File: config.mk
export PLATFORM = sky130hd
export DESIGN_NAME = serial_subtractor
export DESIGN_NICKNAME = d
export VERILOG_FILES = /design/src/rtl/serial_subtractor.sv
export SDC_FILE = /design/constraint.sdc
export NUM_CORES = 1
export LEC_CHECK = 0
export BUFFER_PORTS_ARGS = -buffer_cell sky130_fd_sc_hd__buf_2
export CORE_MARGIN = 1
export CORE_UTILIZATION = 30
export CTS_BUF_LIST = sky130_fd_sc_hd__clkbuf_8
export DETAILED_ROUTE_END_ITERATION = 6
export GPL_TIMING_DRIVEN = 0
export PLACE_DENSITY_LB_ADDON = 0.12
export SETUP_SLACK_MARGIN = 0.1
export SYNTH_ARGS = -nofsm -noshare
export SYNTH_HDL_FRONTEND = slang
export SYNTH_HIERARCHICAL = 1
export SYNTH_SLANG_ARGS = --single-unit
File: constraint.sdc
create_clock -name clk -period 3.3 [get_ports clk]
set_clock_uncertainty 0.15 [all_clocks]
set_input_delay 0.66 -clock clk [delete_from_list [all_inputs] [get_ports clk]]
set_output_delay 0.66 -clock clk [all_outputs]
set_load 0.1 [all_outputs]
File: src/rtl/serial_subtractor.sv
// Bit-serial unsigned subtractor: one full-subtractor cell is reused for
// every bit position, LSB first, with a borrow flop carrying Bout of one
// cycle into Bin of the next. Trades latency (WIDTH+1 cycles per result)
// for a minimal datapath.

// Single-bit full subtractor cell: D = A - B - Bin, with borrow out.
module full_subtractor (
    input  logic a_i,
    input  logic b_i,
    input  logic bin_i,
    output logic d_o,
    output logic bout_o
);

    assign d_o    = a_i ^ b_i ^ bin_i;
    assign bout_o = (~a_i & b_i) | (~(a_i ^ b_i) & bin_i);

endmodule

module serial_subtractor #(
    parameter int WIDTH = 8
) (
    input  logic             clk,
    input  logic             rst_n,
    input  logic             start,
    input  logic [WIDTH-1:0] a,
    input  logic [WIDTH-1:0] b,
    output logic             busy,
    output logic             done,
    output logic [WIDTH-1:0] diff,
    output logic             bout
);

    localparam int CW = $clog2(WIDTH + 1);
    localparam logic [CW-1:0] LAST_CNT = CW'(WIDTH - 1);

    typedef enum logic [1:0] {
        ST_IDLE  = 2'b00,
        ST_SHIFT = 2'b01
    } state_e;

    state_e           state_q;
    logic [WIDTH-1:0] sa_q;
    logic [WIDTH-1:0] sb_q;
    logic [WIDTH-1:0] sd_q;
    logic [WIDTH-1:0] diff_q;
    logic [CW-1:0]    cnt_q;
    logic             br_q;
    logic             bout_q;
    logic             busy_q;
    logic             done_q;

    logic             d_s;
    logic             bo_s;
    logic [WIDTH-1:0] sd_d;

    full_subtractor u_fs (
        .a_i    (sa_q[0]),
        .b_i    (sb_q[0]),
        .bin_i  (br_q),
        .d_o    (d_s),
        .bout_o (bo_s)
    );

    // Next result-register value: shift right with the new difference bit in at the MSB.
    // Written as a truncated shift of the concatenation so WIDTH=1 needs no special case.
    always_comb begin
        sd_d = WIDTH'({d_s, sd_q} >> 1);
    end

    // Control FSM and datapath registers; every output comes straight from a flop.
    always_ff @(posedge clk or negedge rst_n) begin
        if (!rst_n) begin
            state_q <= ST_IDLE;
            sa_q    <= '0;
            sb_q    <= '0;
            sd_q    <= '0;
            diff_q  <= '0;
            cnt_q   <= '0;
            br_q    <= 1'b0;
            bout_q  <= 1'b0;
            busy_q  <= 1'b0;
            done_q  <= 1'b0;
        end else begin
            case (state_q)
                ST_IDLE: begin
                    done_q <= 1'b0;
                    if (start) begin
                        sa_q    <= a;
                        sb_q    <= b;
                        br_q    <= 1'b0;
                        cnt_q   <= '0;
                        busy_q  <= 1'b1;
                        state_q <= ST_SHIFT;
                    end else begin
                        busy_q  <= 1'b0;
                        state_q <= ST_IDLE;
                    end
                end
                ST_SHIFT: begin
                    sa_q  <= sa_q >> 1;
                    sb_q  <= sb_q >> 1;
                    sd_q  <= sd_d;
                    br_q  <= bo_s;
                    cnt_q <= cnt_q + CW'(1);
                    if (cnt_q == LAST_CNT) begin
                        // Last bit: publish the full difference and the final borrow.
                        diff_q  <= sd_d;
                        bout_q  <= bo_s;
                        done_q  <= 1'b1;
                        busy_q  <= 1'b0;
                        state_q <= ST_IDLE;
                    end else begin
                        done_q  <= 1'b0;
                        busy_q  <= 1'b1;
                        state_q <= ST_SHIFT;
                    end
                end
                default: begin
                    busy_q  <= 1'b0;
                    done_q  <= 1'b0;
                    state_q <= ST_IDLE;
                end
            endcase
        end
    end

    assign busy = busy_q;
    assign done = done_q;
    assign diff = diff_q;
    assign bout = bout_q;

endmodule

# [Yosys cells after proc, flatten, opt, wreduce, memory -nomap -nowiden]
# Cells that the tools add are included.
[op_classes] n_div=0 mul=0 shift=0 mux=16 order_cmp=0 eq_ne=3 reduce_logical=4 add_sub_neg=1 bitwise_logic=7
[ops] operator="8-bit case mux with 2 select lines" count=2
[ops] operator="8-bit two-way mux" count=2
[ops] operator="4-bit case mux with 2 select lines" count=1
[ops] operator="1-bit two-way mux" count=7
[ops] operator="4-bit by 1-bit adder with 4-bit output (second input constant)" count=1
[ops] operator="4-bit by 3-bit == test with 1-bit output (second input constant)" count=1
[ops] operator="4-bit two-way mux" count=1
[ops] operator="1-bit case mux with 2 select lines" count=2
[ops] operator="2-bit case mux with 2 select lines" count=1
[ops] operator="2-bit AND reduction" count=2
[ops] operator="1-bit bitwise AND" count=2
[ops] operator="2-bit by 1-bit == test with 1-bit output (second input constant)" count=1
[ops] operator="2-bit logical NOT" count=1
[ops] operator="2-bit inequality test (second input constant)" count=1
[ops] operator="1-bit inverter" count=2
[ops] operator="2-bit nonzero test" count=1
[ops] operator="1-bit XOR" count=2
[ops] operator="1-bit bitwise OR" count=1
[word_totals] latchBits=0 ram_bits=0 wordCells=41 mem_count=0 register_bits=42 mem_bits_ro=0

# [Logic depth before layout (Yosys ltp)]
# Gate-level depths: netlist of the first run.
[logic_depth] depth_word=5 mapped_depth=4

# [Hierarchy]
# Netlist of the first run, hierarchy kept.
[modules_own_cells] mod="serial_subtractor" seq_area_each_um2=975.9 n_inst=1 area_each_um2=1617.8 cells_per_inst=124
[modules_own_cells] mod="full_subtractor" seq_area_each_um2=0.0 n_inst=1 area_each_um2=31.3 cells_per_inst=4

# [Least setup slack after synthesis of the first run]
# Ideal clock, no wire load.
[synth_timing] path_type="register to register" startpoint="register, netlist name busy" endpoint="register sd_q[4]" setup_ps=125 path_buffers=2 setup_slack_ps=1296 t_arrival_ps=1729 stages_incl_launch_ff=4 required_time_ps=3025 period_less_slack_ps=2004 cell_sequence="dfrtp_1 > buf_4 > buf_2 > mux2_2"
[synth_rtl] element="to (signal assigned)" line="77" text="sd_q <= '0;"
[synth_rtl] element="to (signal assigned)" line="103" text="sd_q <= sd_d;"
[synth_rtl] element="to (decl)" line="45" text="logic [WIDTH-1:0] sd_q;"

# [Worst setup path in the final report of the first run]
[layout_timing] startpoint="register bout_q (netlist: bout)" endpoint="output port bout"
[layout_rtl] element="from (decl)" line="49" text="logic bout_q;"
[layout_rtl] element="from (signal assigned)" line="109" text="bout_q <= bo_s;"
[layout_rtl] element="to (decl)" line="31" text="output logic bout"
# No word-level cell between the ends.

==> results of run 1 <==
## sequential cells by signal, indices dropped and copies added (netlist names)
signal,flops
sb_q,8
done,1
diff,8
cnt_q,4
br_q,1
busy,1
sa_q,8
bout,1
sd_q,7
## through the flow
stage                     std cells  hold slack [ns]   util
final                           234            0.329  0.381
after global routing            234            0.366  0.381
after CTS                       234            0.347  0.381
after detailed placement        226            0.328  0.361
after global placement          226            0.317  0.361
after floorplan                 128            0.214      -
## synth_stat cells
cell	number
buf_4	2
nor2_1	4
nand2b_1	1
buf_2	1
buf_6	1
fa_1	1
clkbuf_1	3
mux2_2	17
xor2_1	1
dfrtp_1	39
xnor2_1	1
a21o_1	1
nand4b_4	1
nand3_1	1
inv_1	4
nand2_1	15
mux2i_1	16
o21ai_0	15
nor3b_1	1
ha_1	1
a22o_1	2
## layout by cell type, fill, tap and decap left out, types with 2 or more instances in the layout
| cell | Yosys | layout |
|---|---|---|
| o21ai_0 | 15 | 15 |
| buf_2 | 1 | 29 |
| dfrtp_1 | 39 | 39 |
| nor2_1 | 4 | 4 |
| nand2_1 | 15 | 15 |
| a22o_1 | 2 | 2 |
| inv_1 | 4 | 4 |
| buf_4 | 2 | 2 |
| clkbuf_1 | 3 | 3 |
| mux2_2 | 17 | 17 |
| clkbuf_8 | 0 | 7 |
| mux2i_1 | 16 | 16 |
## cell families (layout without fill, tap and decap cells)
| kind of cell | after synthesis | count (layout) | share of synthesized area |
|---|---|---|---|
| AOI/OAI and AO/OA | 18 | 18 | 0.0607 |
| xor gates and xnor gates | 2 | 2 | 0.0106 |
| adders and majority gates | 2 | 2 | 0.0197 |
| buffers and inverters | 11 | 47 | 0.0349 |
| DFF | 39 | 39 | 0.592 |
| muxes | 33 | 33 | 0.213 |
| and+or+nand+nor | 23 | 23 | 0.0690 |
## routing by layer
layer	up-vias	share of wire
met5	-	0
met4	0	0.015
met3	6	0.059
met2	29	0.49
met1	516	0.44
li1	507	-
## worst max path at each step
stage / cells past startpoint / start / to / slack, ns
floorplan: 3 / busy / sd_q[4] / 1.30
global placement: 4 / start / sa_q[5] / 1.68
detailed placement: 4 / start / sa_q[5] / 1.65
CTS: 1 / bout / bout / 1.40
global route: 1 / busy / busy / 1.36
finish: 1 / bout / bout / 1.41
## final cells by class
class,instances,share of cell area
Buffer,7,0.0215
Clock buffer,7,0.0486
Clock inverter,1,0.00379
Inverter,4,0.00758
Multi-Input combinational cell,78,0.311
Sequential cell,39,0.493
Tap cell,70,0.0442
Timing Repair Buffer,28,0.0708
==> impl_results.md, run 1 <==
* GRT busiest layer: met2
* Period minus WS final at 1.89 ns
* Die Y at about 76 um
* FF/Latch Area at 976 sq um
* Post-DP HPWL at 2.11 mm
* Clock latency on the worst-skew pair at 0.29 ns
* Post-Synthesis Cells at 128
* Post-route ant nets at 0
* Met2 Usage GRT at 0.200
* Row Count at 26
* Cell area after synthesis at approximately 0.0016 sq mm
* FF+latch count, synth at 39
* Critical Path End Type: output port
* Clock-pin transition on the worst setup and hold timing paths at 0.07 ns
* Launching element type of the critical path: flop
* Slowest cell delay on critical path at 0.43 ns
* DR iter-0 viols at 34
* Drt wl/cell at 13.3 um
* DR DRC count at 0
* Initial Util at 0.317
* Reg2Reg Launch Point: cnt_q[0]
* Gr usage total at 0.123
* Drt total wl at 3.11 mm
* # Post-CTS Setup Buffers at 0
* Synth-to-Final Area Change at 20.1%
* Chip width at 76.1 um
* Cells along the critical path: buf_2
* Io pins at 30
* CTS tree: done
* Multi-input gate area at about 620 sq um
* Layout cells sized above 1 at 0.354
* CTS H-tree lvls at 2
* First-pass GRT wire length at 5.48 mm
* Worst-path fanout max at 2
* Max Fclk at 530 MHz
* Largest net degree at the start of global routing at 40
* Sequential area share after synthesis at 0.592
* Router iterations before antenna repair at 4
* RSZ-0062 raised after global routing: false
* Crit path required time at between 2 and 2.5 ns
* # clock sinks at 39
* Avg Cell Area, Syn at 12.9 sq um
* Top cell family by delay on the critical path: buffers and inverters
* Design area at 0.00198 sq mm
* TritonCTS Buffers at 5
* Core area at 0.00520 sq mm
* Initial antenna violation count at 0
* Vias in the first global route at roughly 1100
* Post-route clock period utilization at 0.572
* Crit path buf inv count at 1
* Count of different cell masters after synthesis at 21
* Post-synth top area share at 0.592
* Final setup viols at 0
* Worst Tran Pin Value at approximately 0.87 ns
* Pins Over Slew Limit at 0
* Final WS setup at 1.41 ns
* Type of the most critical hold path: in2async
* Status: finished, final reports clean
* CTS-repair resized insts at 0
* Area contributors post-synth: dfrtp_1 (59%), mux2_2 (12%), mux2i_1 (9.7%), o21ai_0 (4.6%), nand2_1 (3.4%)
* Nets@finish at 184
* Maximum clock path buffer count at 2
* Met3 Resource Use GR at 0.0455
* Final estimated routing congestion in global placement at 0.656
* Crit path kind: reg2out
* R2R setup slack at 1.78 ns
* Vias/cell at 4.52
* Reg2Reg Depth at 3
* Capturing point of the worst reg2reg path: diff[7]
* Max-slew headroom at 0.421
* Final TNS setup at 0 ns
* Hold-fix buffers, CTS at 0
* Met1 Use GR at 0.150
* Slowest-stage cell, CP: buf_2
* Final Hold Viols at 0
* Area of the die at 0.00580 sq mm
* Max-Cap Viols at 0
* Synth Warn # at 6
* Antenna Cells at 0
* Root Buffer: clkbuf_8
* Syn_nets at 149
* Via count at 1058
* Synth area leader: dfrtp_1
* Port Buffer Count at 28
* # fillers at 543
* Worst slack, placed at around 1.7 ns
* DP Area at 0.00188 sq mm
* Total global routing overflow at 0
* CP Data Arrival Time at 1.08 ns
Power of run 1 is left out: the tool's default activity adds up to more than one toggle a clock period on the data nets, which glitch-free logic cannot reach.
==> inputs of run 2 (changes only) <==
--- a/config.mk
+++ b/config.mk
@@ -5,6 +5,7 @@
 export SDC_FILE = /design/constraint.sdc
 export NUM_CORES = 1
 export LEC_CHECK = 0
+export ABC_AREA = 1
 export BUFFER_PORTS_ARGS = -buffer_cell sky130_fd_sc_hd__buf_2
 export CORE_MARGIN = 1
 export CORE_UTILIZATION = 30
==> constraint.sdc (replaced) <==
create_clock -name clk -period 1.55 [get_ports clk]
set_clock_uncertainty 0.15 [all_clocks]
set_input_delay 0.31 -clock clk [delete_from_list [all_inputs] [get_ports clk]]
set_output_delay 0.31 -clock clk [all_outputs]
set_load 0.1 [all_outputs]
==> run 2 against run 1 <==
The flow now finishes with violations (hold timing); die area rose by 1.6%; highest routed layer unchanged; critical path depth did not move; sequential cell count is the same; routed wire length increased by 7.0%; critical endpoint is now busy.
==> impl_results.md, run 2 <==
* Status: finished, violations left (was finished, final reports clean)
* Violated checks: hold timing
* First-pass GRT wire length at 5.90 mm (was 5.48 mm)
* Slowest-stage cell, CP: dfrtp_4 (was buf_2)
* FF+latch count, synth at 39 (unchanged)
* Final estimated routing congestion in global placement at 0.644 (was 0.656)
* Clock-pin transition on the worst setup and hold timing paths at 0.07 ns (about the same)
* Count leader, synth: nand2_1 (was dfrtp_1)
* Total global routing overflow at 0 (unchanged)
* Syn_nets at 214 (was 149)
* CTS tree: done (unchanged)
* Post-route clock period utilization at 0.915
* Vias/cell at 4.26 (was 4.52)
* Placed Instances at 292 (was 226)
* TritonCTS Buffers at 5 (unchanged)
* Cells along the critical path: buf_12 (was buf_2)
* Net Sw Power at 2310 uW
* Final TNS setup at 0 ns (unchanged)
* Final hold slack at -0.00559 ns (was 0.329 ns)
* # Post-CTS Setup Buffers at 0 (unchanged)
* DR DRC count at 0 (unchanged)
* Synth Warn # at 6 (unchanged)
* Post-route ant nets at 0 (unchanged)
* Largest net degree at the start of global routing at 40 (unchanged)
* CTS H-tree lvls at 2 (unchanged)
* Sequential area share after synthesis at 0.582 (was 0.592)
* Area of the die at 0.00589 sq mm (was 0.00580 sq mm)
* DR iter-0 viols at 61 (was 34)
* Post-Synthesis Cells at 193 (was 128)
* Die Y at 76.8 um (was 76.1 um)
* Count of different cell masters after synthesis at 18 (was 21)
* Period minus WS final at 1.42 ns
* Via count at 1277 (was 1058)
* Max-slew headroom at 0.403 (was 0.421)
* Clk pwr share at 0.137
* Crit path required time at 1.09 ns (was 2.49 ns)
* Crit path kind: reg2out (unchanged)
* Router iterations before antenna repair at 4 (unchanged)
* Pins Over Slew Limit at 0 (unchanged)
* CP Data Arrival Time at 0.96 ns (was 1.08 ns)
* Nets@finish at 250 (was 184)
* EDFF count, synth at 0 (unchanged)
* Core area at 0.00524 sq mm (was 0.00520 sq mm)
* Final Hold Viols at 4 (was 0)
* Commonest non-fill, non-tap cell in the layout: nand2_1 (was dfrtp_1)
* Post-synth top flop: dfrtp_1 (unchanged)
* Drt total wl at 3.33 mm (was 3.11 mm)
* Worst VDD drop at 0.000835 V
* Slowest cell delay on critical path at 0.50 ns (was 0.43 ns)
* Clock latency on the worst-skew pair at 0.28 ns (was 0.29 ns)
* Launching element type of the critical path: flop (unchanged)
* Hold-fix buffers, CTS at 0 (unchanged)
* Gr usage total at 0.129 (was 0.123)
* Synth top cells by count: nand2_1 (102), dfrtp_1 (39), nand3_1 (24), inv_1 (7) (was dfrtp_1 (39), mux2_2 (17), mux2i_1 (16), nand2_1 (15), o21ai_0 (15))
* Layout cells sized above 1 at 0.222 (was 0.354)
* Comb pwr share at 0.499
* Maximum clock path buffer count at 2 (unchanged)
* Most frequent cells in the layout: nand2_1 (102), dfrtp_1 (38), nand3_1 (24) (was dfrtp_1 (39), buf_2 (29), mux2_2 (17))
* Max-Cap Viols at 0 (unchanged)
* # fillers at 552 (was 543)
* RSZ-0062 raised after global routing: true (was false)
* Crit path buf inv count at 1 (unchanged)
* Initial antenna violation count at 0 (unchanged)
* Root Buffer: clkbuf_8 (unchanged)
* Final setup viols at 0 (unchanged)
* Chip width at 76.8 um (was 76.1 um)
* Worst-path fanout max at 2 (unchanged)
* Sequential power share at 0.363
* P_int at ~2400 uW
* Post-DP HPWL at 2.28 mm (was 2.11 mm)
* Worst Tran Pin Value at 0.896 ns (was 0.868 ns)
* Cell area after synthesis at 0.00168 sq mm (was 0.00165 sq mm)
* Synth area leader: dfrtp_1 (unchanged)
* Static leakage power at 0.00113 uW
* Type of the most critical hold path: in2async (unchanged)
* Initial Util at 0.320 (was 0.317)
* Synth-to-Final Area Change at 21.3% (was 20.1%)
* Avg Cell Area, Syn at 8.69 sq um (was 12.9 sq um)
* Io pins at 30 (unchanged)
* Final non-filler cell total at 300 (was 234)
* # clock sinks at 39 (unchanged)
* Top cell family by delay on the critical path: flip-flops (was buffers and inverters)
* Antenna Cells at 0 (unchanged)
* Post-synth top area share at 0.582 (was 0.592)
* Max Fclk at 705 MHz
* Switching Fraction at 0.491
* Area contributors post-synth: dfrtp_1 (58%), nand2_1 (23%), nand3_1 (7.2%), inv_1 (1.6%), buf_4 (1.3%) (was dfrtp_1 (59%), mux2_2 (12%), mux2i_1 (9.7%), o21ai_0 (4.6%), nand2_1 (3.4%))
* Drt wl/cell at 11.1 um (was 13.3 um)
* Synth async-reset ratio at 1.00 (unchanged)
* Row Count at 26 (unchanged)
* Pwr/cell area at 2310 mW/mm^2
* Vias in the first global route at 1275 (was 1133)
* Critical Path End Type: output port (unchanged)
* Port Buffer Count at 29 (was 28)
-- run 2: repair_timing --
item / CTS / global route
cloned: 0 / 0
endpoints found under the setup margin: 11 / 1
gates resized for setup: 11 / 3
-- run 2: per-layer routing --
metal,up-vias,routed length [um],share of wire,track usage
li1,668,-,-,-
met3,7,105,0.032,0.0321
met4,0,61,0.018,0.0635
met5,-,0,0,0
met1,576,1710,0.52,0.174
met2,26,1450,0.43,0.191
-- run 2: layout make-up --
class                           count  area (sq um)  area share
Sequential cell                    39           980       0.482
Multi-Input combinational cell    137           613       0.301
Timing Repair Buffer               29           185      0.0910
Tap cell                           70          87.6      0.0431
Clock buffer                        5          68.8      0.0338
Buffer                              6          43.8      0.0215
Inverter                           11          43.8      0.0215
Clock inverter                      3          12.5     0.00615
-- run 2: metrics by stage --
step                      power [uW]  hold WS [ns]  utilization  setup WS [ns]  instance area [sq um]
after CTS                       4740        0.0206        0.386         0.0713                   2020
after global routing            5060        0.0576        0.388         0.0988                   2030
after detailed placement        4000         0.303        0.365          0.189                   1910
after floorplan                 3540        -0.136            -          0.104                   1680
final                           4700      -0.00559        0.388          0.132                   2030
after global placement          3970         0.299        0.365          0.173                   1910
-- run 2: path summary, 6_finish.rpt --
check	cells after the start	start	endpoint	slack (ns)
min	1	rst_n	diff[6]	-0.006
max	1	busy	busy	0.13
min reg2reg	2	diff[2]	diff[2]	0.32
max reg2reg	7	busy	cnt_q[3]	0.19
min in group clk	3	b[7]	sb_q[7]	0.06
max in group asynchronous	1	rst_n	busy	0.60
-- run 2: cell families after synthesis --
group / after synthesis / share of synthesized area
AOI/OAI and AO/OA: 2 / 0.00596
DFF: 39 / 0.582
buffers and inverters: 17 / 0.0522
and+or+nand+nor: 133 / 0.340
adders and majority gates: 2 / 0.0194
-- run 2: power by group through the flow --
stage                     logic, uW  clock network [uW]  registers [uW]
after CTS                      2360                 677            1700
after detailed placement       2290                   0            1710
after global placement         2260                   0            1710
final                          2350                 646            1710
after floorplan                 993                   0            2540
after global routing           2580                 717            1770
Power figures use the tool's default switching activity.
==> inputs of run 3 (changes only) <==
--- a/config.mk
+++ b/config.mk
@@ -5,10 +5,9 @@
 export SDC_FILE = /design/constraint.sdc
 export NUM_CORES = 1
 export LEC_CHECK = 0
-export ABC_AREA = 1
 export BUFFER_PORTS_ARGS = -buffer_cell sky130_fd_sc_hd__buf_2
 export CORE_MARGIN = 1
-export CORE_UTILIZATION = 30
+export CORE_UTILIZATION = 50
 export CTS_BUF_LIST = sky130_fd_sc_hd__clkbuf_8
 export DETAILED_ROUTE_END_ITERATION = 6
 export GPL_TIMING_DRIVEN = 0
==> run 3 against run 2 <==
The flow still finishes with violations (hold timing); register-to-register slack worse by 0.06 ns; fmax down 0.12%; critical path depth up 1; first-iteration DRC count down 66%; via count down 16%; sequential cell count unchanged; global-route usage up 6.3 points; setup slack worse by 0.0018 ns; utilization up 27 points; cell count down 30%; critical endpoint is now diff[7]; highest routed layer unchanged.
==> impl_results.md, run 3 (synthesis results as in run 1) <==
* # clock sinks at 39 (unchanged)
* Row Count at 20 (was 26)
* Layout cells sized above 1 at 0.389 (was 0.222)
* Initial antenna violation count at 0 (unchanged)
* # fillers at 272 (was 552)
* Commonest non-fill, non-tap cell in the layout: dfrtp_1 (was nand2_1)
* Design area at 0.00204 sq mm (was 0.00203 sq mm)
* Crit path kind: reg2reg (was reg2out)
* DR iter-0 viols at 21 (was 61)
* Worst Tran Pin Value at 0.835 ns (was 0.896 ns)
* CP Data Arrival Time at 1.44 ns (was 0.96 ns)
* Status: finished, violations left (unchanged)
* Worst-path fanout max at 2 (unchanged)
* Cells along the critical path: fa_1 > mux2_2 (was buf_12)
* Final TNS setup at 0 ns (unchanged)
* Type of the most critical hold path: in2async (unchanged)
* Worst setup startpoint: sa_q[0] (was busy)
* First-pass GRT wire length at 4.86 mm (was 5.90 mm)
* Root Buffer: clkbuf_8 (unchanged)
* Violated checks: hold timing (unchanged)
* TritonCTS Buffers at 5 (unchanged)
* Crit path required time at 1.56 ns (was 1.09 ns)
* Final hold slack at -0.0193 ns (was -0.00559 ns)
* CTS H-tree lvls at 2 (unchanged)
* RSZ-0062 raised after global routing: true (unchanged)
* Most frequent cells in the layout: dfrtp_1 (38), buf_2 (17), mux2_2 (16), mux2i_1 (16) (was nand2_1 (102), dfrtp_1 (38), nand3_1 (24))
* Total global routing overflow at 0 (unchanged)
* Capturing point of the worst reg2reg path: diff[7] (was cnt_q[3])
* Final Hold Viols at 39 (was 4)
* Synth-to-Final Area Change at 24.0% (was 21.3%)
* Placed Instances at 200 (was 292)
* Gr usage total at 0.192 (was 0.129)
* Top cell family by delay on the critical path: adder cells (was flip-flops)
* Vias in the first global route at 1089 (was 1275)
* Pins Over Slew Limit at 0 (unchanged)
* Slowest cell delay on critical path at 0.50 ns (about the same)
* CTS tree: done (unchanged)
* Post-route ant nets at 0 (unchanged)
* Via count at 1070 (was 1277)
* Clock latency on the worst-skew pair at 0.28 ns (about the same)
* Router iterations before antenna repair at 4 (unchanged)
* Die Y at 59.4 um (was 76.8 um)
* Initial Util at 0.531 (was 0.320)
* Crit path buf inv count at 0 (was 1)
* Worst slack, placed at 0.0482 ns (was 0.189 ns)
* Period minus WS final at 1.42 ns (about the same)
* Launching element type of the critical path: flop (unchanged)
* Antenna Cells at 0 (unchanged)
* Drt wl/cell at 13.5 um (was 11.1 um)
* Max-Cap Viols at 0 (unchanged)
* Drt total wl at 2.84 mm (was 3.33 mm)
* Critical Path End Type: flop (was output port)
* Reg2Reg Launch Point: sa_q[0] (was busy)
* Area of the die at 0.00353 sq mm (was 0.00589 sq mm)
* Port Buffer Count at 28 (was 29)
* Final non-filler cell total at 211 (was 300)
* Maximum clock path buffer count at 2 (unchanged)
* Largest net degree at the start of global routing at 40 (unchanged)
* Reg2Reg Depth at 2 (was 7)
* Post-DP HPWL at 1.85 mm (was 2.28 mm)
* Vias/cell at 5.07 (was 4.26)
* Final WS setup at 0.130 ns (was 0.132 ns)
* Nets@finish at 187 (was 250)
* Final setup viols at 0 (unchanged)
* DP Area at 0.00185 sq mm (was 0.00191 sq mm)
* Io pins at 30 (unchanged)
* Max-slew headroom at 0.444 (was 0.403)
* Max Fclk at 704 MHz (was 705 MHz)
* Final estimated routing congestion in global placement at 0.749 (was 0.644)
* Chip width at 59.4 um (was 76.8 um)
* Core area at 0.00310 sq mm (was 0.00524 sq mm)
* Slowest-stage cell, CP: fa_1 (was dfrtp_4)
* Clock-pin transition on the worst setup and hold timing paths at 0.07 ns (about the same)
* R2R setup slack at 0.13 ns (was 0.19 ns)
* DR DRC count at 0 (unchanged)
* Post-route clock period utilization at 0.916 (was 0.915)
[run 3: changes by cell type in the layout (fill, tap and decap cells not counted), sizes merged, moves of 2 or more]
cell	delta
nand3	-23
clkbuf	+5
mux2	+17
nand4b	+2
nand2	-89
mux2i	+16
a22o	+2
o21ai	+14
inv	-8
[run 3: how the worst max path moves through the flow]
stage | end | slack, ns | depth (start not counted)
finish | diff[7] | 0.13 | 2
global route | diff[7] | 0.08 | 3
CTS | busy | 0.08 | 1
detailed placement | diff[3] | 0.05 | 3
global placement | diff[7] | 0.08 | 3
floorplan | bout | -0.003 | 3
[run 3: final cells by class]
cell class	count	area [sq um]	share of cell area
multi-input combinational	79	656	0.321
clock buffer	7	96.3	0.0471
clock inverter	1	3.75	0.00184
sequential	39	980	0.479
tap	44	55.1	0.0269
timing repair buffer	30	186	0.0912
inverter	4	15.0	0.00734
buffer	7	52.6	0.0257
[run 3: timing repair]
action / 4_1_cts / 5_1_grt
setup endpoints to repair: 20 / 15
resized for setup: 13 / 9
pin swaps: 1 / 0
buffers inserted: 0 / 2
hold buffers: 0 / 0
gates cloned: 1 / 0
[run 3: through the flow]
stage / util / hold WS (ns)
after floorplan: - / -0.136
after global placement: 0.598 / 0.300
after detailed placement: 0.598 / 0.314
after CTS: 0.647 / 0.0110
after global routing: 0.659 / 0.0557
final: 0.659 / -0.0193
[run 3: layer usage]
metal  GRT usage  vias to the layer above  part of all wire
met5           0                        -                 0
met4       0.102                        0             0.015
met3      0.0415                        5             0.042
met2       0.319                       24              0.50
met1       0.231                      525              0.44
li1            -                      516                 -
[run 3: worst reg2reg max path, stage by stage (launching register included)]
cell and delay, ns:
dfrtp_1 0.40, fa_1 0.50, mux2_2 0.27
Power of run 3 is left out for the same reason.
